==> config.mk <==
export PLATFORM = sky130hd
export DESIGN_NAME = nes_rgb_quantizer
export DESIGN_NICKNAME = d
export VERILOG_FILES = /design/src/rtl/nes_rgb_quantizer.sv
export SDC_FILE = /design/constraint.sdc
export NUM_CORES = 1
export LEC_CHECK = 0
export CAP_MARGIN = 20
export CELL_PAD_IN_SITES_DETAIL_PLACEMENT = 0
export CELL_PAD_IN_SITES_GLOBAL_PLACEMENT = 1
export CORE_AREA = 2 2 105 107
export DETAILED_ROUTE_END_ITERATION = 10
export DIE_AREA = 0 0 107 109
export GPL_TIMING_DRIVEN = 0
export HOLD_SLACK_MARGIN = 0.02
export PLACE_DENSITY_LB_ADDON = 0.1
export SLEW_MARGIN = 20
export SYNTH_ARGS = -nofsm -noshare
export SYNTH_HDL_FRONTEND = slang
export SYNTH_SLANG_ARGS = --single-unit
==> constraint.sdc <==
create_clock -name CLK -period 11 [get_ports CLK]
set_input_delay 1.65 -clock CLK [delete_from_list [all_inputs] [get_ports CLK]]
set_output_delay 1.65 -clock CLK [all_outputs]
set_load 0.005 [all_outputs]
==> src/rtl/nes_rgb_quantizer.sv <==
// -----------------------------------------------------------------------------
// nes_rgb_quantizer
//
// Maps a 12-bit RGB colour onto the nearest entry of the 64-entry NES master
// palette. One palette entry is scored per clock (squared Euclidean distance),
// and the lowest-index entry with the smallest distance wins.
//
// Optional feature (macro QUANT_EARLY_EXIT_EN):
//   when defined, the scan stops at the first entry with distance 0.
//   When undefined, every request takes exactly 64 cycles.
//
// Ports:
//   CLK        system clock, rising edge
//   RESET      asynchronous active-low reset
//   in_valid   request strobe, rgb_in valid
//   in_ready   request accepted when high (IDLE only)
//   rgb_in     [11:8] R, [7:4] G, [3:0] B
//   out_valid  result available
//   out_ready  consumer accepts the result
//   out_index  nearest palette index (held after the handshake)
//   out_exact  winning distance was zero
//   busy       search in progress or result pending
// -----------------------------------------------------------------------------
module nes_rgb_quantizer #(
  parameter int DIST_W = 10
) (
  input  logic        CLK,
  input  logic        RESET,
  input  logic        in_valid,
  output logic        in_ready,
  input  logic [11:0] rgb_in,
  output logic        out_valid,
  input  logic        out_ready,
  output logic [5:0]  out_index,
  output logic        out_exact,
  output logic        busy
);

  typedef enum logic [1:0] {
    ST_IDLE   = 2'd0,
    ST_SEARCH = 2'd1,
    ST_DONE   = 2'd2
  } state_t;

  // Master palette ROM, one 12-bit RGB value per index.
  function automatic logic [11:0] palette_rom(input logic [5:0] idx);
    logic [11:0] c;
    case (idx)
      6'h00: c = 12'h333; 6'h01: c = 12'h014; 6'h02: c = 12'h006; 6'h03: c = 12'h326;
      6'h04: c = 12'h403; 6'h05: c = 12'h503; 6'h06: c = 12'h510; 6'h07: c = 12'h420;
      6'h08: c = 12'h320; 6'h09: c = 12'h120; 6'h0A: c = 12'h031; 6'h0B: c = 12'h040;
      6'h0C: c = 12'h022; 6'h0D: c = 12'h000; 6'h0E: c = 12'h000; 6'h0F: c = 12'h000;
      6'h10: c = 12'h555; 6'h11: c = 12'h036; 6'h12: c = 12'h027; 6'h13: c = 12'h407;
      6'h14: c = 12'h507; 6'h15: c = 12'h704; 6'h16: c = 12'h700; 6'h17: c = 12'h630;
      6'h18: c = 12'h430; 6'h19: c = 12'h140; 6'h1A: c = 12'h040; 6'h1B: c = 12'h053;
      6'h1C: c = 12'h044; 6'h1D: c = 12'h000; 6'h1E: c = 12'h000; 6'h1F: c = 12'h000;
      6'h20: c = 12'h777; 6'h21: c = 12'h357; 6'h22: c = 12'h447; 6'h23: c = 12'h637;
      6'h24: c = 12'h707; 6'h25: c = 12'h737; 6'h26: c = 12'h740; 6'h27: c = 12'h750;
      6'h28: c = 12'h660; 6'h29: c = 12'h360; 6'h2A: c = 12'h070; 6'h2B: c = 12'h276;
      6'h2C: c = 12'h077; 6'h2D: c = 12'h000; 6'h2E: c = 12'h000; 6'h2F: c = 12'h000;
      6'h30: c = 12'h777; 6'h31: c = 12'h567; 6'h32: c = 12'h657; 6'h33: c = 12'h757;
      6'h34: c = 12'h747; 6'h35: c = 12'h755; 6'h36: c = 12'h764; 6'h37: c = 12'h772;
      6'h38: c = 12'h773; 6'h39: c = 12'h572; 6'h3A: c = 12'h473; 6'h3B: c = 12'h276;
      6'h3C: c = 12'h467; 6'h3D: c = 12'h000; 6'h3E: c = 12'h000; 6'h3F: c = 12'h000;
      default: c = 12'h000;
    endcase
    return c;
  endfunction

  // Square of a 5-bit signed channel difference; magnitude is at most 15,
  // so the square always fits in 8 bits.
  function automatic logic [7:0] chan_sq(input logic [3:0] a, input logic [3:0] b);
    logic signed [4:0] d;
    logic        [4:0] m;
    d = $signed({1'b0, a}) - $signed({1'b0, b});
    m = d[4] ? (5'd0 - d) : d;
    return {4'd0, m[3:0]} * {4'd0, m[3:0]};
  endfunction

  // Squared distance between two 12-bit colours, no saturation.
  function automatic logic [DIST_W-1:0] rgb_dist(input logic [11:0] a, input logic [11:0] b);
    return DIST_W'(chan_sq(a[11:8], b[11:8]))
         + DIST_W'(chan_sq(a[7:4],  b[7:4]))
         + DIST_W'(chan_sq(a[3:0],  b[3:0]));
  endfunction

  state_t              state_r;
  state_t              state_next_s;
  logic [11:0]         rgb_r;
  logic [5:0]          ptr_r;
  logic [DIST_W-1:0]   best_dist_r;
  logic [5:0]          best_idx_r;
  logic                in_ready_r;
  logic                out_valid_r;
  logic                busy_r;
  logic [5:0]          out_index_r;
  logic                out_exact_r;

  logic [DIST_W-1:0]   cand_dist_s;
  logic                better_s;
  logic [DIST_W-1:0]   new_best_dist_s;
  logic [5:0]          new_best_idx_s;
  logic                last_s;
  logic                hit_s;
  logic                finish_s;

  // Score the current entry and pick the next state.
  always_comb begin
    state_next_s    = state_r;
    cand_dist_s     = rgb_dist(rgb_r, palette_rom(ptr_r));
    better_s        = (cand_dist_s < best_dist_r);
    new_best_dist_s = better_s ? cand_dist_s : best_dist_r;
    new_best_idx_s  = better_s ? ptr_r : best_idx_r;
    last_s          = (ptr_r == 6'd63);
`ifdef QUANT_EARLY_EXIT_EN
    // The first zero-distance entry is the lowest-index exact match and
    // cannot be beaten by anything later in the table.
    hit_s           = (cand_dist_s == {DIST_W{1'b0}});
`else
    hit_s           = 1'b0;
`endif
    finish_s        = last_s | hit_s;

    case (state_r)
      ST_IDLE: begin
        if (in_valid) begin
          state_next_s = ST_SEARCH;
        end else begin
          state_next_s = ST_IDLE;
        end
      end
      ST_SEARCH: begin
        if (finish_s) begin
          state_next_s = ST_DONE;
        end else begin
          state_next_s = ST_SEARCH;
        end
      end
      ST_DONE: begin
        if (out_ready) begin
          state_next_s = ST_IDLE;
        end else begin
          state_next_s = ST_DONE;
        end
      end
      default: state_next_s = ST_IDLE;
    endcase
  end

  // State, datapath and registered handshake outputs.
  always_ff @(posedge CLK or negedge RESET) begin
    if (!RESET) begin
      state_r     <= ST_IDLE;
      rgb_r       <= 12'h000;
      ptr_r       <= 6'd0;
      best_dist_r <= {DIST_W{1'b1}};
      best_idx_r  <= 6'd0;
      in_ready_r  <= 1'b1;
      out_valid_r <= 1'b0;
      busy_r      <= 1'b0;
      out_index_r <= 6'd0;
      out_exact_r <= 1'b0;
    end else begin
      state_r     <= state_next_s;
      // Flags track the state being entered so they line up with state_r.
      in_ready_r  <= (state_next_s == ST_IDLE);
      busy_r      <= (state_next_s != ST_IDLE);
      out_valid_r <= (state_next_s == ST_DONE);

      case (state_r)
        ST_IDLE: begin
          if (in_valid) begin
            rgb_r       <= rgb_in;
            ptr_r       <= 6'd0;
            best_dist_r <= {DIST_W{1'b1}};
            best_idx_r  <= 6'd0;
          end
        end
        ST_SEARCH: begin
          best_dist_r <= new_best_dist_s;
          best_idx_r  <= new_best_idx_s;
          if (finish_s) begin
            // Result registers load once and stay put until the next search ends.
            out_index_r <= new_best_idx_s;
            out_exact_r <= (new_best_dist_s == {DIST_W{1'b0}});
          end else begin
            ptr_r <= ptr_r + 6'd1;
          end
        end
        default: begin
        end
      endcase
    end
  end

  assign in_ready  = in_ready_r;
  assign out_valid = out_valid_r;
  assign busy      = busy_r;
  assign out_index = out_index_r;
  assign out_exact = out_exact_r;

endmodule

==> reports/summary.txt <==
Post-synthesis cell count = 579
CP Capture Type = register
Pins Over Slew Limit = 0
CTS tree = built
Overflow after GRT = 0
Class of the most critical setup path = reg2reg
Most common cell after layout, fill and taps aside = inv_1
CTS Buffer Depth = 2
Fillers = 1,024
Area fraction of the dominant cell type after synthesis = 0.179
Number of failing hold endpoints at the final stage = 0
Avg Cell Area, Syn = 8.44 µm²
Post-synth ARST share = 1.00
Postcts setup bufs = 0
Chip height = 109 µm
Post-DP HPWL = 9550 µm
Synth area leader = dfrtp_1
DR vias/cell = 5.66
Layout cell share with drive strength beyond 1 = 0.0961
Routed Antenna Nets = 0
Synth cell types = 59
Reg2Reg Capture Point = out_index[5]
Critical-path top delay cell = a211oi_2
Post_cts resized = 0
Syn_nets = 683
EDFF count, synth = 0
All-Layer GR Usage = 0.229
Vias in the first global route = 4,175
Outcome = finished clean
RSZ-0062 raised after global routing = false
Pre-antenna DRT Iters = 5
P&R area growth vs syn = 11.5%
Met2 wire length = 6010 µm
Top layer used by detailed routing = met4
DR iter-0 viols = 230
Clk_lat worst skew = 0.31 ns
Final setup TNS = 0 ns
Routed length on met1 = 5760 µm
WHS Endpoint = best_dist_r[2]
Crit-path max cell delay = 0.70 ns
Area of the multi-input gates = 3280 µm²
FF+latch count, synth = 46
Post-Syn Area = 4890 µm²
Final min period = 10.22 ns
Final wirelength = 12,500 µm
Slew HR = 0.456
Final nets = 717
HP Start = best_dist_r[2]
Crit-path max FO = 14
Row cnt = 38
First-pass GRT wire length = 20,900 µm
I/O Buffers = 25
Fin area = 5450 µm²
DR WL met3 = 538 µm
CTS Sinks = 46
# Max-Cap Violations = 0
GPL Wtd Cong = 0.912
Starting density of the core = 0.461
Fmax = 97.8 MHz
CTS buffer count = 5
Worst path arrival time = 10.46 ns
DIE AREA = 11,700 µm²
Hold Crit Depth = 2
CP required = 11.24 ns
Startpoint Class = register
Clock skew = 0.00748 ns
Routed wire length per instance = 16.6 µm
Reg2Reg Setup Slack = 0.78 ns
ANT cells = 0
CTS H-tree lvls = 2
DIE WIDTH = 107 µm
FF-to-FF path depth = 38
Storage element area = 1160 µm²
Tcrit/Tclk final = 0.929
Hold-fix buffers, CTS = 0
Main synth FF type = dfrtp_1
DR vias = 4,264
RR Startpoint = ptr_r[1]
# DRC = 0
Leading cell types in the layout, fill and taps excluded = inv_1 (84), ha_1 (62), nand2_1 (57)
Largest net degree at the start of global routing = 29
I/O pin cnt = 26
Initial antenna violation count = 0
Hold Crit Class = reg2reg
Worst slew pin tran = 0.815 ns
Ys Warns = 0
Clock slew at reported path FFs = 0.10 ns
CTS root buf = clkbuf_8
Core Region = 10,600 µm²
Final setup fails = 0
Placed instance area = 5360 µm²
Register area share after synthesis = 0.238
Largest cells by area after synthesis = dfrtp_1 (18%), ha_1 (16%), fa_1 (11%), inv_1 (6.4%), dfstp_2 (5.9%)
## metal layers
layer | GRT usage | vias to the layer above
met5 | 0 | -
met4 | 0.0714 | 0
met3 | 0.0191 | 14
met2 | 0.390 | 109
met1 | 0.311 | 2079
li1 | - | 2062
## registers in the layout, summed over array words and instances, names as in the netlist
signal,count
best_dist_r,10
rgb_r,12
out_index,6
ptr_r,6
in_ready,1
busy,1
best_idx_r,6
out_exact,1
state_r,2
out_valid,1
## per-stage QoR
stage	worst slack [ns]	cells	utilization	hold slack (ns)
floorplan	2.22	579	-	0.487
finish	0.777	754	0.514	0.526
global route	0.190	754	0.514	0.547
detailed placement	0.934	746	0.505	0.511
global placement	1.01	744	0.501	0.507
CTS	0.794	754	0.514	0.532
## area by class of cell
class                           count  area share
Buffer                             26      0.0225
Clock buffer                        5      0.0126
Clock inverter                      3     0.00459
Inverter                           85      0.0585
Multi-Input combinational cell    422       0.602
Sequential cell                    46       0.214
Tap cell                          140      0.0321
Timing Repair Buffer               27      0.0537
## Yosys cell counts (11+ instances only)
cell / number
o21ai_0: 36
nand2_1: 57
inv_1: 84
clkbuf_1: 12
ha_1: 62
nor2_1: 42
dfstp_2: 11
dfrtp_1: 35
a21oi_1: 36
a31oi_1: 14
fa_1: 26
## worst max path at each step
stage | cells after the start | end | slack [ns] | from
finish | 38 | out_index[5] | 0.78 | ptr_r[1]
global route | 38 | out_index[5] | 0.19 | ptr_r[1]
CTS | 38 | out_index[5] | 0.79 | ptr_r[1]
detailed placement | 38 | out_index[5] | 0.93 | ptr_r[1]
global placement | 38 | out_index[5] | 1.01 | ptr_r[1]
floorplan | 38 | best_dist_r[4] | 2.22 | ptr_r[1]
## critical path, delay by kind of cell, from the launching register on
| kind | cells | cell delay [ns] |
|---|---|---|
| flops | 1 | 0.68 |
| compound gates | 12 | 2.30 |
| simple gates | 6 | 1.32 |
| xor+xnor | 1 | 0.29 |
| mux | 1 | 0.53 |
| buf+inv | 8 | 1.08 |
| fa+ha+maj | 10 | 3.93 |
## cells by family after synthesis
| family | synth area share |
|---|---|
| buf+inv | 0.0903 |
| flops | 0.238 |
| simple gates | 0.154 |
| compound gates | 0.197 |
| xor+xnor | 0.0179 |
| mux | 0.0381 |
| fa+ha+maj | 0.265 |
Power is left out: the tool's default activity adds up to more than one toggle a clock period on the data nets, which glitch-free logic cannot reach.
